===== src/rtl/ahb_dec_mux.sv =====
// AHB-Lite address decoder and response multiplexer with built-in default slave.
// Unmapped NONSEQ/SEQ transfers receive a two-cycle ERROR response.
module ahb_dec_mux #(
    parameter int                    NUM_S  = 3,
    parameter int                    DATA_W = 32,
    parameter logic [NUM_S*16-1:0]   S_BASE = {16'h0020, 16'h0010, 16'h0000},
    parameter logic [NUM_S*16-1:0]   S_MASK = {3{16'hFFF0}},
    parameter int                    CNT_W  = 8
) (
    input  logic                      HCLK,
    input  logic                      HRESETn,
    input  logic [31:0]               HADDR,
    input  logic [1:0]                HTRANS,
    output logic [NUM_S-1:0]          HSEL,
    output logic                      HSELd,
    input  logic [NUM_S-1:0]          HREADYOUT_S,
    input  logic [NUM_S-1:0]          HRESP_S,
    input  logic [NUM_S*DATA_W-1:0]   HRDATA_S,
    output logic                      HREADY,
    output logic                      HRESP,
    output logic [DATA_W-1:0]         HRDATA,
    output logic [CNT_W-1:0]          ERR_CNT,
    input  logic                      ERR_CLR
);

    // state   | meaning
    // DS_IDLE | default slave idle, zero-wait OKAY
    // DS_ERR1 | first ERROR cycle, HREADY low
    // DS_ERR2 | second ERROR cycle, HREADY high
    typedef enum logic [1:0] {
        DS_IDLE = 2'd0,
        DS_ERR1 = 2'd1,
        DS_ERR2 = 2'd2
    } ds_state_t;

    ds_state_t        state, state_nxt;
    logic [NUM_S:0]   dsel;
    logic             hit_found;
    logic             err_start;
    logic             err_inc;
    logic             ds_ready;
    logic             ds_resp;
    logic             addr_unused;

    assign addr_unused = ^{HADDR[15:0], HTRANS[0]};

    // Lowest index wins on overlapping regions.
    always_comb begin
        HSEL      = '0;
        hit_found = 1'b0;
        for (int i = 0; i < NUM_S; i++) begin
            if (!hit_found &&
                ((HADDR[31:16] & S_MASK[i*16 +: 16]) == S_BASE[i*16 +: 16])) begin
                HSEL[i]   = 1'b1;
                hit_found = 1'b1;
            end
        end
        HSELd = ~hit_found;
    end

    always_ff @(posedge HCLK or negedge HRESETn) begin
        if (!HRESETn) begin
            dsel <= (NUM_S+1)'(1) << NUM_S;
        end else if (HREADY) begin
            dsel <= {HSELd, HSEL};
        end
    end

    assign err_start = HREADY & HSELd & HTRANS[1];
    assign err_inc   = err_start & (state != DS_ERR1);

    always_ff @(posedge HCLK or negedge HRESETn) begin
        if (!HRESETn) begin
            state <= DS_IDLE;
        end else begin
            state <= state_nxt;
        end
    end

    always_comb begin
        state_nxt = state;
        ds_ready  = 1'b1;
        ds_resp   = 1'b0;
        case (state)
            DS_IDLE: begin
                if (err_start) state_nxt = DS_ERR1;
            end
            DS_ERR1: begin
                ds_ready  = 1'b0;
                ds_resp   = 1'b1;
                state_nxt = DS_ERR2;
            end
            DS_ERR2: begin
                ds_resp   = 1'b1;
                state_nxt = err_start ? DS_ERR1 : DS_IDLE;
            end
            default: state_nxt = DS_IDLE;
        endcase
    end

    always_comb begin
        HREADY = 1'b1;
        HRESP  = 1'b0;
        HRDATA = '0;
        if (dsel[NUM_S]) begin
            HREADY = ds_ready;
            HRESP  = ds_resp;
        end
        for (int i = 0; i < NUM_S; i++) begin
            if (dsel[i]) begin
                HREADY = HREADYOUT_S[i];
                HRESP  = HRESP_S[i];
                HRDATA = HRDATA_S[i*DATA_W +: DATA_W];
            end
        end
    end

    // Clear has priority over a coincident increment.
    always_ff @(posedge HCLK or negedge HRESETn) begin
        if (!HRESETn) begin
            ERR_CNT <= '0;
        end else if (ERR_CLR) begin
            ERR_CNT <= '0;
        end else if (err_inc && (ERR_CNT != {CNT_W{1'b1}})) begin
            ERR_CNT <= ERR_CNT + CNT_W'(1);
        end
    end

endmodule


===== config.mk =====
export PLATFORM = sky130hd
export DESIGN_NAME = ahb_dec_mux
export DESIGN_NICKNAME = d
export VERILOG_FILES = /design/src/rtl/ahb_dec_mux.sv
export SDC_FILE = /design/constraint.sdc
export NUM_CORES = 1
export LEC_CHECK = 0
export CELL_PAD_IN_SITES_DETAIL_PLACEMENT = 1
export CELL_PAD_IN_SITES_GLOBAL_PLACEMENT = 1
export CORE_MARGIN = 1.5
export CORE_UTILIZATION = 16
export CTS_BUF_LIST = sky130_fd_sc_hd__clkbuf_4
export DETAILED_ROUTE_END_ITERATION = 16
export PLACE_DENSITY = 0.82
export SKIP_CTS_REPAIR_TIMING = 1
export SLEW_MARGIN = 30
export SYNTH_ARGS = -nofsm -noshare
export SYNTH_HDL_FRONTEND = slang
export SYNTH_SLANG_ARGS = --single-unit

===== constraint.sdc =====
create_clock -name HCLK -period 2.3 [get_ports HCLK]
set_input_delay 0.23 -clock HCLK [delete_from_list [all_inputs] [get_ports HCLK]]
set_output_delay 0.23 -clock HCLK [all_outputs]
set_load 0.03 [all_outputs]

==> impl_table.tex <==
\begin{tabular}{lr}
\hline
Metric & Value \\
\hline
\multicolumn{2}{l}{\textbf{Placed design}} \\
Weighted congestion reported at the end of routability-driven placement & $\sim$0.75 \\
Estimated wirelength of the detail-placed design & 6810 um \\
Buffers added on ports & 163 \\
\multicolumn{2}{l}{\textbf{Critical path}} \\
Worst-path fanout max & 4 \\
Startpoint Class & register \\
Type of destination of the critical path & output port \\
Data required time of the critical path & 2070 ps \\
Worst setup path category & reg2out \\
Arrival @ worst endpoint & 1990 ps \\
\multicolumn{2}{l}{\textbf{Clock tree}} \\
Clock transition at path regs & 90 ps \\
Root buffer cell & sky130\_fd\_sc\_hd\_\_clkbuf\_4 \\
Clock latency on the worst-skew pair & 300 ps \\
H-tree lvl count & 1 \\
Num CTS Buffers & 3 \\
Clock Tree Buf Depth & 2 \\
TritonCTS clock tree & done \\
Number of sinks on the clock net & 14 \\
\multicolumn{2}{l}{\textbf{Finish}} \\
Count of nets after finishing & 528 \\
Number of antenna repair diodes & 0 \\
P\&R area growth vs syn & 116\% \\
Layout cell share with drive strength beyond 1 & 16.8\% \\
\multicolumn{2}{l}{\textbf{Floorplan}} \\
Boundary Pins & 185 \\
DIE AREA & 10,300 um2 \\
Die Height & 102 um \\
Overall die width & between 100 and 150 um \\
Placeable Area & 9330 um2 \\
Row cnt & 35 \\
Effective utilization at floorplan & between 10\% and 20\% \\
\multicolumn{2}{l}{\textbf{Logic synthesis}} \\
Cell types with the largest area share after synthesis & sky130\_fd\_sc\_hd\_\_dfrtp\_1 (21\%), sky130\_fd\_sc\_hd\_\_a22oi\_1 (14\%), sky130\_fd\_sc\_hd\_\_o21ai\_0 (12\%), sky130\_fd\_sc\_hd\_\_nand2\_1 (11\%), sky130\_fd\_sc\_hd\_\_ha\_1 (4.8\%) \\
Number of nets produced by synthesis & $\sim$370 \\
Synth unique cells & 39 \\
EDFF count, synth & 0 \\
Share of synthesized area occupied by flip-flops and latches & 22.6\% \\
Most common flop cell mapped by yosys & sky130\_fd\_sc\_hd\_\_dfrtp\_1 \\
Register bit count reported by yosys & 14 \\
Portion of synthesized cell area occupied by the leading cell type & 20.9\% \\
Synthesized area & approximately 1600 um2 \\
Synthesized netlist cell count & 222 \\
Synth Warn \# & 0 \\
Average cell area after synthesis & 7.01 um2 \\
Area leader, netlist & sky130\_fd\_sc\_hd\_\_dfrtp\_1 \\
Fraction of registers with async set or reset after synthesis & 100\% \\
\multicolumn{2}{l}{\textbf{STA}} \\
Final count of negative-setup-slack endpoints & 0 \\
Post-route fraction of the period consumed by the critical path & a little over nine tenths \\
Count of pins over their slew limit & 0 \\
Number of failing hold endpoints at the final stage & 0 \\
Timing-limited maximum frequency & between 400 and 500 MHz \\
Measured slew at the worst slew-check pin & 690 ps \\
Final Skew & 2.37 ps \\
Unrepaired setup endpoints after global routing & true \\
Tmin final & 2220 ps \\
Final total negative setup slack & 0 ps \\
Slew margin rel. & between 50\% and 60\% \\
\multicolumn{2}{l}{\textbf{Status}} \\
Result of the run & finished clean \\
\multicolumn{2}{l}{\textbf{Global route}} \\
Total global routing overflow & 0 \\
Pin count of the biggest net entering global routing & 66 \\
Number of antenna violations at the first check in global routing & 0 \\
All-layer global routing usage & 14.2\% \\
Wire length of the first global-routing pass & 11,600 um \\
Vias in the first global route & 2,324 \\
\multicolumn{2}{l}{\textbf{Route}} \\
M1 WL & 3080 um \\
Final Routed Wirelength & slightly above 8000 um \\
Routed met3 length & between 300 and 400 um \\
Number of DRC violations after detailed-routing iteration 0 & 78 \\
DRC violations left & 0 \\
Total vias in the final route & 2,317 \\
WL met2 & 4570 um \\
Antenna Violating Nets Remaining & 0 \\
Final routed wire length divided by cell count & 15.9 um \\
Number of search-and-repair iterations in the first detailed-routing pass & 4 \\
Top Layer Used & met4 \\
Via density per instance & 4.53 \\
\multicolumn{2}{l}{\textbf{Run}} \\
Maxcap violations & 0 \\
\multicolumn{2}{l}{\textbf{Power and ir drop}} \\
Worst supply voltage drop on vdd & 370 uV \\
Power Dens Cells & 337 nW/um2 \\
Cell leakage power & roughly 1.3 nW \\
Power after layout & 1.14 mW \\
\multicolumn{2}{l}{\textbf{Hold path}} \\
Hold Crit Class & in2async \\
\hline
\end{tabular}
stage by stage:
step                      hold WS, ps  setup WS, ps  instances  utilization (%)  area, um2
after floorplan                 -65.6           148        222                -       1560
after global placement            530           133        507             35.6       3320
after detailed placement          569          22.0        507             35.6       3320
after CTS                         357         -85.0        511             35.9       3350
after global routing              359         -8.74        511             36.1       3370
final                             340          75.1        511             36.1       3370
sequential cells by signal (all words and copies together) (netlist names):
| name | cells |
|---|---|
| ERR_CNT | 8 |
| dsel | 4 |
| state | 2 |
cell type report:
| cell class | count | area (um2) |
|---|---|---|
| Clock inverter | 1 | 3.75 |
| Multi-Input combinational cell | 184 | 1130 |
| Clock buffer | 3 | 22.5 |
| Fill cell | 1126 | 5960 |
| Inverter | 6 | 22.5 |
| Tap cell | 129 | 161 |
| Timing Repair Buffer | 174 | 1670 |
| Sequential cell | 14 | 353 |
kinds of logic (layout without fill, tap and decap cells):
logic type | after synthesis | count (layout) | share of synthesized area (%)
buffers and inverters | 24 | 184 | 5.87
AO/OA/AOI/OAI | 93 | 93 | 37.7
flip-flops | 14 | 14 | 22.6
multiplexers | 4 | 4 | 2.90
AND/OR/NAND/NOR | 80 | 80 | 25.6
adder cells (fa/ha/maj) | 6 | 6 | 4.83
XOR/XNOR | 1 | 1 | 0.563
report_power, final:
part,internal [mW],switching (mW)
logic,0.374,0.306
clock network,0.0633,0.0941
registers,0.269,0.0289
total,0.707,0.429
placed cells by master (no fill, tap or decap), drive strengths merged, types with 3 or more instances in the layout:
master         netlist  layout
nor4                 3       3
nor2                 7       7
mux2                 4       4
nand2               47      47
o21ai               38      38
a22oi               30      30
clkdlybuf4s50        0     126
o31ai                3       3
inv                  6       6
ha                   6       6
buf                  2      48
nor2b                3       3
dfrtp               13      13
a21oi               14      14
nand3                4       4
clkbuf              16       3
worst paths after layout:
| path | start | depth (start not counted) | endpoint | slack (ps) |
|---|---|---|---|---|
| worst min register to register | state[1] | 1 | state[1] | 580 |
| worst min-delay path | HRESETn | 1 | ERR_CNT[3] | 340 |
| worst max-delay path | state[1] | 6 | HREADY | 80 |
| min in group HCLK | state[1] | 1 | state[1] | 580 |
| worst max register to register | state[1] | 7 | ERR_CNT[2] | 90 |
| max in group asynchronous | HRESETn | 1 | dsel[2] | 1480 |
synthesized netlist by cell type (2+ instances only):
master                     instances
sky130_fd_sc_hd__nor4_2            3
sky130_fd_sc_hd__clkbuf_1         16
sky130_fd_sc_hd__or3_1             2
sky130_fd_sc_hd__nor3b_1           2
sky130_fd_sc_hd__nand3_1           4
sky130_fd_sc_hd__o31ai_1           3
sky130_fd_sc_hd__nand4b_1          2
sky130_fd_sc_hd__a21oi_1          13
sky130_fd_sc_hd__o21ai_0          37
sky130_fd_sc_hd__nand2_1          47
sky130_fd_sc_hd__nor2_1            7
sky130_fd_sc_hd__dfrtp_1          13
sky130_fd_sc_hd__and3_1            2
sky130_fd_sc_hd__mux2_1            4
sky130_fd_sc_hd__a22oi_1          30
sky130_fd_sc_hd__a31o_1            2
sky130_fd_sc_hd__nor2b_1           3
sky130_fd_sc_hd__ha_1              6
sky130_fd_sc_hd__inv_1             6
routing by layer:
metal  GRT usage (%)  up-vias
met5               0        -
met4            4.59        0
met3            1.45       11
met2            27.3       71
met1            16.2     1097
li1                -     1138
worst max-delay path: stages (launching register included):
cell and delay, ps:
sky130_fd_sc_hd__dfrtp_1 410, sky130_fd_sc_hd__inv_1 100, sky130_fd_sc_hd__ha_2 200, sky130_fd_sc_hd__and3b_1 220
sky130_fd_sc_hd__or4_4 530, sky130_fd_sc_hd__nand2_4 120, sky130_fd_sc_hd__buf_12 120
Note: power is estimated with default switching activity, not from simulation.
==> edit 1, RTL diff (same flow settings) <==
Change the parameter `NUM_S` from 3 to 6.
--- a/src/rtl/ahb_dec_mux.sv
+++ b/src/rtl/ahb_dec_mux.sv
@@ -2,5 +2,5 @@
 // Unmapped NONSEQ/SEQ transfers receive a two-cycle ERROR response.
 module ahb_dec_mux #(
-    parameter int                    NUM_S  = 3,
+    parameter int                    NUM_S  = 6,
     parameter int                    DATA_W = 32,
     parameter logic [NUM_S*16-1:0]   S_BASE = {16'h0020, 16'h0010, 16'h0000},
Ports: changed (resized HRDATA_S, HREADYOUT_S, HRESP_S and HSEL); port bits go from 185 to 290. The function was not compared with the original's and may differ.
==> edit 1 against the unedited design <==
- largest power group unchanged
- die area down 11%
- core utilization is 3.6 points higher
- critical path depth shrank 1
- worst setup slack better by 0.044 ns
- total power shrank 47%
- worst hold slack lost 0.14 ns
- sequential cell count fell by 10
- register-to-register slack improved by 0.45 ns
- area after synthesis decreased by 11%
- cell area fell by 2.5%
- routed wire length down 6.2%
==> edit 1: results (changes against the unedited design) <==
* Synth Area in Adders at 0% (was 4.83%)
* Leakage at 1.28 nW (was 1.30 nW)
* Final HPWL DP at 6120 um (was 6810 um)
* First DRT Iteration DRCs at 35 (was 78)
* Class of the worst hold path: in2async (unchanged)
* CTS buffer count at 3 (unchanged)
* Critical path's slowest cell: clkdlybuf4s50_1 (was or4_4)
* Crit path largest cell delay at 0.61 ns (was 0.53 ns)
* Post-Synth XOR/XNOR Area at 0% (was 0.563%)
* Biggest regs: dsel x4 (was ERR_CNT x8, dsel x4, state x2)
* Yosys warns at 0 (unchanged)
* Post-synthesis cell type count at 26 (was 39)
* Met2 usage at 26.2% (was 27.3%)
* Asr flop ratio synth at 100% (unchanged)
* Vias in the first global route at 2093 (was 2324)
* Share of layout cells above drive strength 1 at 15.9% (was 16.8%)
* Maximum VDD drop at 0.000147 V (was 0.000370 V)
* Nets at 614 (was 528)
* IO buf count at 187 (was 163)
* Gpl congestion at 0.754 (was 0.748)
* Placed cell area at 0.00324 mm2 (was 0.00332 mm2)
* Antenna Cells at 0 (unchanged)
* Clk root buf: clkbuf_4 (unchanged)
* Initial antenna violation count at 0 (unchanged)
* Top post-synthesis cells by area: a221oi_1 20%, o31ai_1 17%, nor2b_1 15% (was dfrtp_1 21%, a22oi_1 14%, o21ai_0 12%)
* Post-synthesis mux area share at 2.45% (was 2.90%)
* Worst-case clock buffer depth at 2 (unchanged)
* TritonRoute pass-1 iters at 4 (unchanged)
* CP Max Fanout at 2 (was 4)
* Clock Skews at 0.000338 ns (was 0.00237 ns)
* Via count at 2199 (was 2317)
* Sequential fraction of the synthesis area at 7.27% (was 22.6%)
* Post-synthesis compound-gate area fraction at 42.4% (was 37.7%)
* Worst-path clk slew at 0.03 ns (was 0.09 ns)
* Grt met3 use at 3.95% (was 1.45%)
* Status: finished clean (unchanged)
* Most instantiated cells after synthesis: 35 x nand2_1, 32 x nor2b_1, 31 x a221oi_1, 31 x o31ai_1, 15 x buf_4 (was 47 x nand2_1, 37 x o21ai_0, 30 x a22oi_1)
* Worst EP arrival at 1.95 ns (was 1.99 ns)
* Rel. slew slack at 64.7% (was 53.9%)
* GRT met1 Usage at 18.0% (was 16.2%)
* H-tree levels at 1 (unchanged)
* CP delay by family, top: buffers and inverters (was simple AND/OR/NAND/NOR gates)
* Total GRT Usage at 14.7% (was 14.2%)
* Fill count at 998 (was 1126)
* Largest net degree at the start of global routing at 45 (was 66)
* Drt wl/cell at 16.0 um (was 15.9 um)
* Insertion delay to the later sink of the worst-skew pair at 0.23 ns (was 0.30 ns)
* Top_reg_cell synth: dfrtp_1 (unchanged)
* First-pass GRT wire length at 10500 um (was 11600 um)
-- edit 1: area by class of cell --
cell class	instances	area, um2	area share, %
well taps	105	131	4.00
flip-flops and latches	4	103	3.13
multi-input cells	165	1090	33.2
repair buffers	197	1930	58.8
clock buffers	3	22.5	0.686
inverters	2	7.51	0.229
-- edit 1: metal layers --
metal / part of all wire [%] / vias to the layer above
met2: 48 / 121
met4: 0.33 / 0
li1: - / 1072
met1: 41 / 1004
met5: 0 / -
met3: 10 / 2
-- edit 1: final timing paths --
path / endpoint / cells past startpoint / slack (ns) / start
setup / recovery: HSEL[3] / 5 / 0.12 / HADDR[23]
hold / removal: dsel[0] / 1 / 0.20 / HRESETn
setup reg to reg: dsel[0] / 5 / 0.54 / dsel[1]
hold reg to reg: dsel[0] / 1 / 0.61 / dsel[0]
max in group asynchronous: dsel[3] / 1 / 1.93 / HRESETn
min in group HCLK: dsel[0] / 1 / 0.61 / dsel[0]
-- edit 1: cells by family (layout without fill, tap and decap cells) --
group | Yosys count | in the layout
compound gates | 73 | 73
buf+inv | 34 | 202
flops | 4 | 4
mux | 3 | 3
other cells | 1 | 11
simple gates | 78 | 78
-- edit 1: worst register-to-register path, cell delays in order, from the launching register on --
cell and delay (ns):
dfrtp_1 0.38, buf_4 0.42, nor2b_1 0.29, o31ai_4 0.08, o21ai_2 0.13, mux2_1 0.35
-- edit 1: where the power goes --
group	total [mW]	internal, mW	switching, mW
Sequential	0.0709	0.0708	0.000108
Combinational	0.447	0.283	0.164
Clock	0.0830	0.0581	0.0249
-- edit 1: stage by stage --
step / setup WS (ns) / total power, mW / hold slack, ns / instances
2_1_floorplan: 0.338 / 0.209 / -0.0656 / 203
3_3_place_gp: 0.125 / 0.512 / 0.438 / 470
3_5_place_dp: 0.102 / 0.519 / 0.440 / 470
4_1_cts: 0.0528 / 0.608 / 0.193 / 473
5_1_grt: 0.0569 / 0.634 / 0.194 / 476
6_report: 0.119 / 0.600 / 0.196 / 476
==> edit 2, RTL diff (config.mk and constraints unchanged) <==
Made on the original files. Put one more register stage on the output `ERR_CNT`, without a reset. The value now appears one clock later. The other outputs are not delayed to match.
--- a/src/rtl/ahb_dec_mux.sv
+++ b/src/rtl/ahb_dec_mux.sv
@@ -33,4 +33,6 @@
         DS_ERR2 = 2'd2
     } ds_state_t;
+
+    logic [CNT_W-1:0] ERR_CNT_s0;
 
     ds_state_t        state, state_nxt;
@@ -119,10 +121,14 @@
     always_ff @(posedge HCLK or negedge HRESETn) begin
         if (!HRESETn) begin
-            ERR_CNT <= '0;
+            ERR_CNT_s0 <= '0;
         end else if (ERR_CLR) begin
-            ERR_CNT <= '0;
-        end else if (err_inc && (ERR_CNT != {CNT_W{1'b1}})) begin
-            ERR_CNT <= ERR_CNT + CNT_W'(1);
+            ERR_CNT_s0 <= '0;
+        end else if (err_inc && (ERR_CNT_s0 != {CNT_W{1'b1}})) begin
+            ERR_CNT_s0 <= ERR_CNT_s0 + CNT_W'(1);
         end
+    end
+
+    always_ff @(posedge HCLK) begin
+        ERR_CNT <= ERR_CNT_s0;
     end
 
Formal check against the unedited RTL: not equivalent (Yosys sat finds a counterexample within 4 cycles, from zero or initial values and one cycle with HRESETn low).
==> edit 2 against the unedited design <==
- area after synthesis grew 7.5%
- sequential share of layout area grew 4.1 points
- total power grew 23%
- routed wire length shrank 4.4%
- clock skew grew 0.0024 ns
- cell count grew 2.2%
- count of clock-buffer cells in the layout is the same
- sequential cell count grew 8
- worst setup slack lost 0.0044 ns
- cell area grew 4.8%
- clock power grew 90%
==> edit 2: results (changes against the unedited design) <==
* Asr flop ratio synth at 63.6% (was 100%)
* Sequential fraction of the synthesis area at 30.6% (was 22.6%)
* Yosys warns at 0 (unchanged)
* Post-synthesis mux area share at 4.64% (was 2.90%)
* WL met3 at 384 um (was 315 um)
* Final HPWL DP at 6300 um (was 6810 um)
* R2R setup slack at 0.14 ns (was 0.09 ns)
* CTS sink cnt at 22 (was 14)
* Vias per cell at 4.49 (was 4.53)
* Via count at 2344 (was 2317)
* Placed cell count at 512 (was 507)
* Top post-synthesis cells by area: dfrtp_1 19%, a22oi_1 13%, o21ai_0 11% (was dfrtp_1 21%, a22oi_1 14%, o21ai_0 12%)
* Mapped Nets at 366 (was 367)
* Most instantiated cells after synthesis: 43 x nand2_1, 36 x o21ai_0, 30 x a22oi_1 (was 47 x nand2_1, 37 x o21ai_0, 30 x a22oi_1)
* Total GRT Usage at 12.9% (was 14.2%)
* Post-synthesis compound-gate area fraction at 31.8% (was 37.7%)
* Nets at 532 (was 528)
* Max frequency at 449 MHz (about the same)
* Hold Slack at 0.311 ns (was 0.340 ns)
* Synth Area in Adders at 4.49% (was 4.83%)
* Biggest regs: ERR_CNT x8, ERR_CNT_s0 x8, dsel x4 (was ERR_CNT x8, dsel x4, state x2)
* Vias in the first global route at 2404 (was 2324)
* Critical path's slowest cell: clkdlybuf4s50_1 (was or4_4)
* Maximum VDD drop at 0.000213 V (was 0.000370 V)
* Post-synthesis cell type count at 34 (was 39)
* Post-Synth XOR/XNOR Area at 0% (was 0.563%)
* Placed cell area at 0.00339 mm2 (was 0.00332 mm2)
* Share of layout cells above drive strength 1 at 17.6% (was 16.8%)
* Leakage at 1.39 nW (was 1.30 nW)
* Gpl congestion at 0.791 (was 0.748)
* First DRT Iteration DRCs at 106 (was 78)
* Crit path largest cell delay at 0.69 ns (was 0.53 ns)
* Status: finished clean (unchanged)
* Actual slew at the worst max-slew pin at 0.664 ns (was 0.690 ns)
* CP Max Fanout at 8 (was 4)
* Clock Skews at 0.00478 ns (was 0.00237 ns)
* Drt wl/cell at 14.8 um (was 15.9 um)
[edit 2: area by class of cell]
class / instances / area, um2
clock buffer: 3 / 22.5
clock inverter: 1 / 30.0
fill: 1240 / 6700
inverter: 5 / 18.8
multi-input combinational: 177 / 1100
sequential: 22 / 515
tap: 136 / 170
timing repair buffer: 178 / 1670
[edit 2: report_power, final]
| part | leakage [nW] | switching (mW) | internal, mW |
|---|---|---|---|
| clock | 0.0279 | 0.121 | 0.176 |
| sequential | 0.249 | 0.0297 | 0.416 |
| combinational | 1.11 | 0.280 | 0.369 |
| total | 1.39 | 0.431 | 0.961 |
[edit 2: path summary, 6_finish.rpt]
| path | start | end | depth (start not counted) |
|---|---|---|---|
| min | HRESETn | ERR_CNT_s0[5] | 1 |
| max | dsel[1] | HRDATA[27] | 4 |
| min reg2reg | ERR_CNT_s0[5] | ERR_CNT[5] | 0 |
| max reg2reg | state[1] | ERR_CNT_s0[2] | 8 |
| min in group HCLK | ERR_CNT_s0[5] | ERR_CNT[5] | 0 |
| max in group asynchronous | HRESETn | dsel[1] | 1 |
[edit 2: cell families (layout without fill, tap and decap cells)]
kind of cell | count (synthesis) | in the layout
mux | 7 | 7
flops | 22 | 22
simple gates | 79 | 79
compound gates | 85 | 85
fa+ha+maj | 6 | 6
buf+inv | 22 | 187
[edit 2: routing by layer]
layer	up-vias	global-route usage [%]
met3	12	1.67
met5	-	0
met4	0	4.01
met2	86	24.7
met1	1105	14.8
li1	1141	-
[edit 2: critical path, delay by kind of cell, from the launching register on]
| family | cells | cell delay, ns |
|---|---|---|
| simple gates | 1 | 0.24 |
| buf+inv | 1 | 0.69 |
| compound gates | 2 | 0.26 |
| flops | 1 | 0.50 |
